===== src/rtl/raster_stream_out.sv =====
// Four-pixel-beat to one-pixel AXI4-Stream serializer with raster tuser/tlast generation.
// Optional input raster check enabled by defining RASTER_CHECK_EN.
module raster_stream_out #(
  parameter int PIX_W = 24
) (
  input  logic             aclk,
  input  logic             aresetn,
  input  logic [15:0]      width,
  input  logic [15:0]      height,
  input  logic             in_valid,
  output logic             in_ready,
  input  logic [PIX_W-1:0] in_pix0,
  input  logic [PIX_W-1:0] in_pix1,
  input  logic [PIX_W-1:0] in_pix2,
  input  logic [PIX_W-1:0] in_pix3,
  input  logic [9:0]       in_x,
  input  logic [9:0]       in_y,
  output logic [PIX_W-1:0] out_tdata,
  output logic             out_tvalid,
  input  logic             out_tready,
  output logic             out_tuser,
  output logic             out_tlast,
  output logic             frame_done,
  output logic             sync_err
);

  logic [PIX_W-1:0] r_buf [4];
  logic [1:0]       r_idx;
  logic             r_full;
  logic [9:0]       r_x;
  logic [9:0]       r_y;
  logic [15:0]      r_w;
  logic [15:0]      r_h;
  logic             r_frame_done;

  logic             w_out_hs;
  logic             w_in_acc;
  logic             w_x_end;
  logic             w_y_end;
  logic [9:0]       w_nx;
  logic [9:0]       w_ny;

  assign w_out_hs = r_full && out_tready;
  // Refill is allowed on the same edge the last buffered pixel leaves, so beats stream without a bubble.
  assign in_ready = !r_full || (w_out_hs && (r_idx == 2'd3));
  assign w_in_acc = in_valid && in_ready;
  assign w_x_end  = ({6'd0, r_x} == (r_w - 16'd1));
  assign w_y_end  = ({6'd0, r_y} == (r_h - 16'd1));

  // Raster position following the pixel currently presented.
  always_comb begin
    w_nx = r_x + 10'd1;
    w_ny = r_y;
    if (w_x_end) begin
      w_nx = 10'd0;
      if (w_y_end) begin
        w_ny = 10'd0;
      end else begin
        w_ny = r_y + 10'd1;
      end
    end else begin
      w_ny = r_y;
    end
  end

  // Holding buffer and sub-index.
  always_ff @(posedge aclk) begin
    if (aresetn) begin
      for (int i = 0; i < 4; i++) r_buf[i] <= '0;
      r_idx  <= 2'd0;
      r_full <= 1'b0;
    end else if (w_in_acc) begin
      r_buf[0] <= in_pix0;
      r_buf[1] <= in_pix1;
      r_buf[2] <= in_pix2;
      r_buf[3] <= in_pix3;
      r_idx    <= 2'd0;
      r_full   <= 1'b1;
    end else if (w_out_hs) begin
      if (r_idx == 2'd3) begin
        r_full <= 1'b0;
      end else begin
        r_idx <= r_idx + 2'd1;
      end
    end else begin
      r_idx  <= r_idx;
      r_full <= r_full;
    end
  end

  // Raster counters; frame geometry is sampled at reset and at each frame wrap.
  always_ff @(posedge aclk) begin
    if (aresetn) begin
      r_x          <= 10'd0;
      r_y          <= 10'd0;
      r_w          <= width;
      r_h          <= height;
      r_frame_done <= 1'b0;
    end else begin
      r_frame_done <= w_out_hs && w_x_end && w_y_end;
      if (w_out_hs) begin
        r_x <= w_nx;
        r_y <= w_ny;
        if (w_x_end && w_y_end) begin
          r_w <= width;
          r_h <= height;
        end
      end
    end
  end

  assign out_tvalid = r_full;
  assign out_tdata  = r_buf[r_idx];
  assign out_tuser  = r_full && (r_x == 10'd0) && (r_y == 10'd0);
  assign out_tlast  = r_full && w_x_end;
  assign frame_done = r_frame_done;

`ifdef RASTER_CHECK_EN
  logic       r_sync_err;
  logic [9:0] w_exp_x;
  logic [9:0] w_exp_y;

  // A beat accepted while full lands right after the single remaining pixel.
  assign w_exp_x = r_full ? w_nx : r_x;
  assign w_exp_y = r_full ? w_ny : r_y;

  // Sticky raster mismatch flag.
  always_ff @(posedge aclk) begin
    if (aresetn) begin
      r_sync_err <= 1'b0;
    end else if (w_in_acc && ((in_x != w_exp_x) || (in_y != w_exp_y))) begin
      r_sync_err <= 1'b1;
    end else begin
      r_sync_err <= r_sync_err;
    end
  end

  assign sync_err = r_sync_err;
`else
  logic w_unused_raster;
  assign w_unused_raster = &{1'b0, in_x, in_y};
  assign sync_err = 1'b0;
`endif

endmodule


===== config.mk =====
export PLATFORM = sky130hd
export DESIGN_NAME = raster_stream_out
export DESIGN_NICKNAME = d
export VERILOG_FILES = /design/src/rtl/raster_stream_out.sv
export SDC_FILE = /design/constraint.sdc
export NUM_CORES = 1
export LEC_CHECK = 0
export ABC_AREA = 1
export CORE_AREA = 2 2 132 134
export DETAILED_ROUTE_END_ITERATION = 8
export DIE_AREA = 0 0 134 136
export PLACE_DENSITY = 0.88
export SLEW_MARGIN = 20
export SYNTH_ARGS = -nofsm -noshare
export SYNTH_HDL_FRONTEND = slang
export SYNTH_SLANG_ARGS = --single-unit

===== constraint.sdc =====
create_clock -name aclk -period 7.7 [get_ports aclk]
set_clock_uncertainty 0.05 [all_clocks]
set_input_delay 1.54 -clock aclk [delete_from_list [all_inputs] [get_ports aclk]]
set_output_delay 1.54 -clock aclk [all_outputs]
set_load 0.02 [all_outputs]

==> impl_metrics.yaml <==
outcome:
  status: "finished clean"
logic_synthesis:
  synthSimpleGateAreaFrac_pct: 25.2
  synthCells: 977
  synth_edf_count: 128
  yosys.cell_types.count: 37
  ys_seq_area_share_pct: 54.3
  synthesis.nets: 1136
  synth_ff_type: "edfxtp_1"
  async_reset_ff_share_pct: 0
  synthAdderAreaFrac_pct: 1.09
  synth_compound_area_share_pct: 6.48
  ys_ff_latch: 154
  synth_warnings: 0
  muxShareOfSynthArea_pct: 0.140
  synth_xor_area_share_pct: 2.18
  syn_area_um2: 8030
  avgSynthCellArea_um2: 8.22
  synth_top_family_by_area: "simple AND/OR/NAND/NOR gates"
drt:
  first_pass_iters: 5
  ant_nets: 0
  wl_per_cell_um: 13.6
  vias: 6744
  wirelength_um: 18700
  post_drt_via_cell_ratio: 4.92
  drt_iter0_markers: 363
  drc: 0
placed_design:
  gp_congestion: 0.872
  dp_hpwl_um: 13000
  place.port_buffers: 160
  dp_cells: 1339
sta:
  finalSetupTns_ns: 0
  slew_headroom_pct: 28.6
  hold_violations: 0
  min_period_ns: 4.66
  drv_slew: 0
  setup_viol: 0
  timing.final.crit_share_pct: 60.5
  rsz0062_at_grt: "false"
  worst_slew_pin_slew_ns: 1.07
  fmax_mhz: 215
floorplan:
  num_rows: 48
  core-area_um2: 16900
  die_area_um2: 18200
  initial_utilization_pct: 47.6
  die_h_um: 136
  io-pin-count: 182
  die_w_um: 134
finish:
  fin_nets: 1292
  finalNonFillerCells: 1371
  nFillCells: 1368
  drive_gt1_share_pct: 5.85
  diodes: 0
  area_delta_synth_final_pct: 29.8
min_path:
  holdPathStages: 2
  hp-class: "flop to flop"
clock_tree:
  cts.repair.resized: 0
  cts_sinks: 154
  cts_root_buffer: "clkbuf_16"
  clk_pin_slew_ns: 0.07
  cts_inserted_buffers: 17
  cts_setup_buffers: 0
  cts_tree: "yes"
  cts_hold_buf: 0
  clockBufferDepth: 2
  htree_levels: 4
  clock_latency_ns: 0.42
global_route:
  grt_max_degree: 97
  grt_pass1_wl_um: 30400
  antenna_found_initial: 0
  grt_overflow: 0
  grt_pass1_vias: 6693
  grt.total_usage_pct: 21.1
setup_path:
  path_max_fanout: 6
  cp-end-kind: "primary output"
  critPathKind: "flop to primary output"
  reg2reg_depth: 15
  worstSetupStartpointType: "flop"
  cp.required_ns: 6.11
  crit_arrival_ns: 3.07
run:
  drv_cap: 0
pwr:
  power.density_nw_per_um2: 199
  peakVddDrop_v: 0.000144
  p_leak_nw: 4.71
[power breakdown]
group          total [mW]  switching (mW)  leakage [nW]  internal, mW
Clock               0.815           0.382         0.277         0.433
Combinational       0.271           0.143          2.87         0.128
Sequential          0.988          0.0260          1.56         0.962
Total                2.07           0.551          4.71          1.52
[critical path, cell delays in order, from the launching register on]
cell and delay [ns]:
edfxtp_1 0.43, inv_1 0.16, ha_1 0.30, nand2_2 0.12, nor2_2 0.17, nand3_1 0.15
nand3_1 0.13, nand2_1 0.06, clkinv_1 0.04, nand3_1 0.08, nor2_2 0.19, nand2_1 0.10
nor2_1 0.12, clkdlybuf4s50_1 0.61
[state kept, by name (all words and copies together) (netlist names), named ones only]
signal,cells
frame_done,1
out_tvalid,1
r_buf,96
r_h,16
r_idx,2
r_w,16
r_x,10
r_y,10
[path summary, 6_finish.rpt]
path	from	end	slack (ns)
worst min-delay path	r_y[9]$_SDFFE_PP0P_	r_y[9]$_SDFFE_PP0P_	0.47
worst max register to register	r_w[0]$_DFFE_PP_	r_h[1]$_DFFE_PP_	4.64
worst max-delay path	r_w[0]$_DFFE_PP_	out_tlast	3.04
worst min register to register	r_y[9]$_SDFFE_PP0P_	r_y[9]$_SDFFE_PP0P_	0.47
[logic make-up (layout without fill, tap and decap cells)]
group | Yosys count | after routing
xor gates and xnor gates | 20 | 20
other | 1 | 1
DFF | 154 | 154
AOI/OAI and AO/OA | 97 | 97
muxes | 1 | 1
and+or+nand+nor | 474 | 474
adders and majority gates | 7 | 7
buffers and inverters | 223 | 392
[layout make-up]
| cell class | count | area, um2 | area share (%) |
|---|---|---|---|
| inverters | 196 | 737 | 7.07 |
| clock inverters | 14 | 148 | 1.42 |
| clock buffers | 18 | 429 | 4.12 |
| flip-flops and latches | 154 | 4360 | 41.9 |
| multi-input cells | 600 | 2830 | 27.2 |
| well taps | 225 | 282 | 2.70 |
| repair buffers | 164 | 1630 | 15.7 |
[cells in the final DEF (no fill, tap or decap), drive strengths merged]
| master | count |
|---|---|
| nor2 | 220 |
| inv | 201 |
| clkdlybuf4s50 | 160 |
| nand2 | 159 |
| edfxtp | 128 |
| nand3 | 64 |
| o21ai | 58 |
| dfxtp | 26 |
| o22ai | 24 |
| clkbuf | 18 |
| nand4 | 15 |
| xor2 | 15 |
| a21oi | 13 |
| ha | 7 |
| nor3 | 7 |
| clkinv | 7 |
| xnor2 | 5 |
| buf | 4 |
| nor4 | 3 |
| or2 | 2 |
| and3 | 2 |
| clkinvlp | 2 |
| o21bai | 1 |
| nand3b | 1 |
| mux2 | 1 |
| and2 | 1 |
| a211oi | 1 |
| conb | 1 |
[stage by stage]
stage / area, um2 / utilization (%) / hold WS [ns] / power (mW) / setup WS [ns]
floorplan: 8030 / - / 0.433 / 1.14 / 3.55
global placement: 9850 / 58.3 / 0.448 / 1.27 / 3.27
detailed placement: 9850 / 58.3 / 0.463 / 1.28 / 3.18
CTS: 10400 / 61.8 / 0.472 / 2.09 / 3.02
global route: 10400 / 61.8 / 0.490 / 2.15 / 2.79
finish: 10400 / 61.8 / 0.473 / 2.07 / 3.04
[cells in the mapped netlist (2+ instances only)]
| cell | count | area (um2) |
|---|---|---|
| o21ai_0 | 57 | 285 |
| clkbuf_1 | 23 | 86.3 |
| nor3_1 | 6 | 30.0 |
| nor4_1 | 3 | 18.8 |
| edfxtp_1 | 128 | 3840 |
| nand2_1 | 153 | 574 |
| nand4_1 | 15 | 93.8 |
| and3_1 | 2 | 12.5 |
| nand2_2 | 5 | 31.3 |
| a21oi_1 | 13 | 65.1 |
| xor2_1 | 15 | 131 |
| xnor2_1 | 5 | 43.8 |
| nand3_1 | 62 | 310 |
| clkinv_1 | 3 | 11.3 |
| dfxtp_1 | 26 | 521 |
| or2_2 | 2 | 12.5 |
| nor2_1 | 206 | 773 |
| ha_1 | 7 | 87.6 |
| o22ai_1 | 24 | 150 |
| inv_1 | 189 | 709 |
| buf_1 | 2 | 7.51 |
| inv_2 | 4 | 15.0 |
| nor2_2 | 13 | 81.3 |
[metal layers]
metal,vias to the layer above,global-route usage (%),part of all wire [%]
met1,3046,23.9,41
met3,37,6.38,7.4
met2,242,37.7,50
met4,0,7.92,2.2
met5,-,0,0
li1,3419,-,-
No activity file was read; power rests on OpenSTA's default activity.
==> RTL change: new RTL, config.mk and constraints unchanged <==
Set the parameter `PIX_W` to 36 (it was 24).
--- a/src/rtl/raster_stream_out.sv
+++ b/src/rtl/raster_stream_out.sv
@@ -3,3 +3,3 @@
 module raster_stream_out #(
-  parameter int PIX_W = 24
+  parameter int PIX_W = 36
 ) (
Ports: changed (5 resized); port bits go from 182 to 242. No check against the original RTL was run, so the function may have changed too.
==> RTL change against the original RTL <==
  * First-iteration DRC count increased by 92%
  * Area after synthesis rose by 26%
  * Via count rose by 28%
  * Synthesized cell count grew 21%
  * Die area is the same
  * Design area rose by 26%
  * Sequential cell count rose by 48
  * Wire length is 42% higher
  * Total power is 28% higher
  * Critical endpoint unchanged
  * Critical path depth stayed put
  * Setup slack got worse by 240 ps
==> RTL change: results (changes against the original RTL) <==
| Metric | Value |
|---|---|
| First-pass GRT wire length | `42.0 mm (was 30.4 mm)` |
| Placer Congestion | `0.867 (was 0.872)` |
| M3 GR Usage | `0.0764 (was 0.0638)` |
| Layout area overhead | `30.0% (was 29.8%)` |
| Leakage power | `5.82 nW (was 4.71 nW)` |
| Clock buffer depth | `3 (was 2)` |
| Mux contribution to synthesized area | `0.00111 (was 0.00140)` |
| Met2 routed WL | `12.7 mm (was 9.29 mm)` |
| XOR/XNOR share of the synthesized area | `0.0216 (was 0.0218)` |
| Worst r2r dst | `r_w[5] (was r_h[1])` |
| M1 WL | `10.5 mm (was 7.59 mm)` |
| Fraction of layout cells with a size suffix above 1 | `0.0527 (was 0.0585)` |
| Critical path arrival | `3300 ps (was 3070 ps)` |
| Outcome | `finished clean (unchanged)` |
| Post-synthesis net count | `1386 (was 1136)` |
| Synth Area in Adders | `0.00864 (was 0.0109)` |
| Top flop regs | `r_buf x144, r_h x16, r_w x16 (was r_buf x96, r_h x16, r_w x16)` |
| Worst-Skew Late Latency | `500 ps (was 420 ps)` |
| VDD IR max | `178 uV (was 144 uV)` |
| Number of flops mapped to enable cells by yosys | `176 (was 128)` |
| WL/cell | `16.3 um (was 13.6 um)` |
| Comb power frac | `0.138 (was 0.131)` |
| Post-synthesis compound-gate area fraction | `0.0758 (was 0.0648)` |
| Clock share of power | `0.370 (was 0.393)` |
| Slowest cell delay on critical path | `640 ps (was 610 ps)` |
| Met3 WL | `2.31 mm (was 1.38 mm)` |
| Vias in the first global route | `8466 (was 6693)` |
| Synth Instances | `1179 (was 977)` |
| Worst min-delay path startpoint | `r_x[0] (was r_y[9])` |
| Met1 usage | `0.359 (was 0.239)` |
| CTS H-tree lvls | `1 (was 4)` |
| Power Clock | `0.979 mW (was 0.815 mW)` |
| Sequential-to-total area share from yosys stat | `0.573 (was 0.543)` |
| Min Hold Slack | `484 ps (was 473 ps)` |
| Placed wire-length estimate | `17.6 mm (was 13.0 mm)` |
| Slowest cell on the critical path | `clkdlybuf4s50_1 (unchanged)` |
| Place WS | `3010 ps (was 3180 ps)` |
| Initial antenna violation count | `1 (was 0)` |
| Synth cell types | `36 (was 37)` |
| DP Area | `0.0125 mm^2 (was 0.00985 mm^2)` |
| Detailed-route via count | `8638 (was 6744)` |
| Worst Hold End | `r_x[0] (was r_y[9])` |
| 1st-iter DRT viols | `696 (was 363)` |
| Top routing layer in use | `met4 (unchanged)` |
| Top post-synthesis cells by count | `nor2_1 (280), inv_1 (218), edfxtp_1 (176), nand2_1 (158), o21ai_0 (81) (was nor2_1 (206), inv_1 (189), nand2_1 (153), edfxtp_1 (128), nand3_1 (62))` |
| FILL cells | `1053 (was 1368)` |
| Reg-to-reg setup timing slack | `4610 ps (was 4640 ps)` |
| Slew of the pin with the lowest slew margin | `1080 ps (was 1070 ps)` |
| Num CTS Buffers | `23 (was 17)` |
## RTL change: how the worst max path moves through the flow
stage,startpoint,to,slack (ps)
4_1_cts,r_w[0],out_tlast,2820
3_5_place_dp,aresetn,r_buf[0][0],3010
5_1_grt,r_w[0],out_tlast,2590
2_1_floorplan,out_tready,r_buf[0][0],2570
6_report,r_w[0],out_tlast,2810
3_3_place_gp,aresetn,r_buf[3][27],3120
## RTL change: layout make-up
cell class / count / area share
clock buffers: 28 / 0.0451
multi-input cells: 713 / 0.254
repair buffers: 226 / 0.170
well taps: 225 / 0.0214
flip-flops and latches: 202 / 0.441
inverters: 221 / 0.0633
clock inverters: 13 / 0.00532
diodes: 1 / 0.000190
## RTL change: worst max-delay path, delay by kind of cell (launching register included)
kind	cells	cell delay (ps)
adders and majority gates	1	340
buffers and inverters	2	830
DFF	1	410
and+or+nand+nor	10	1230
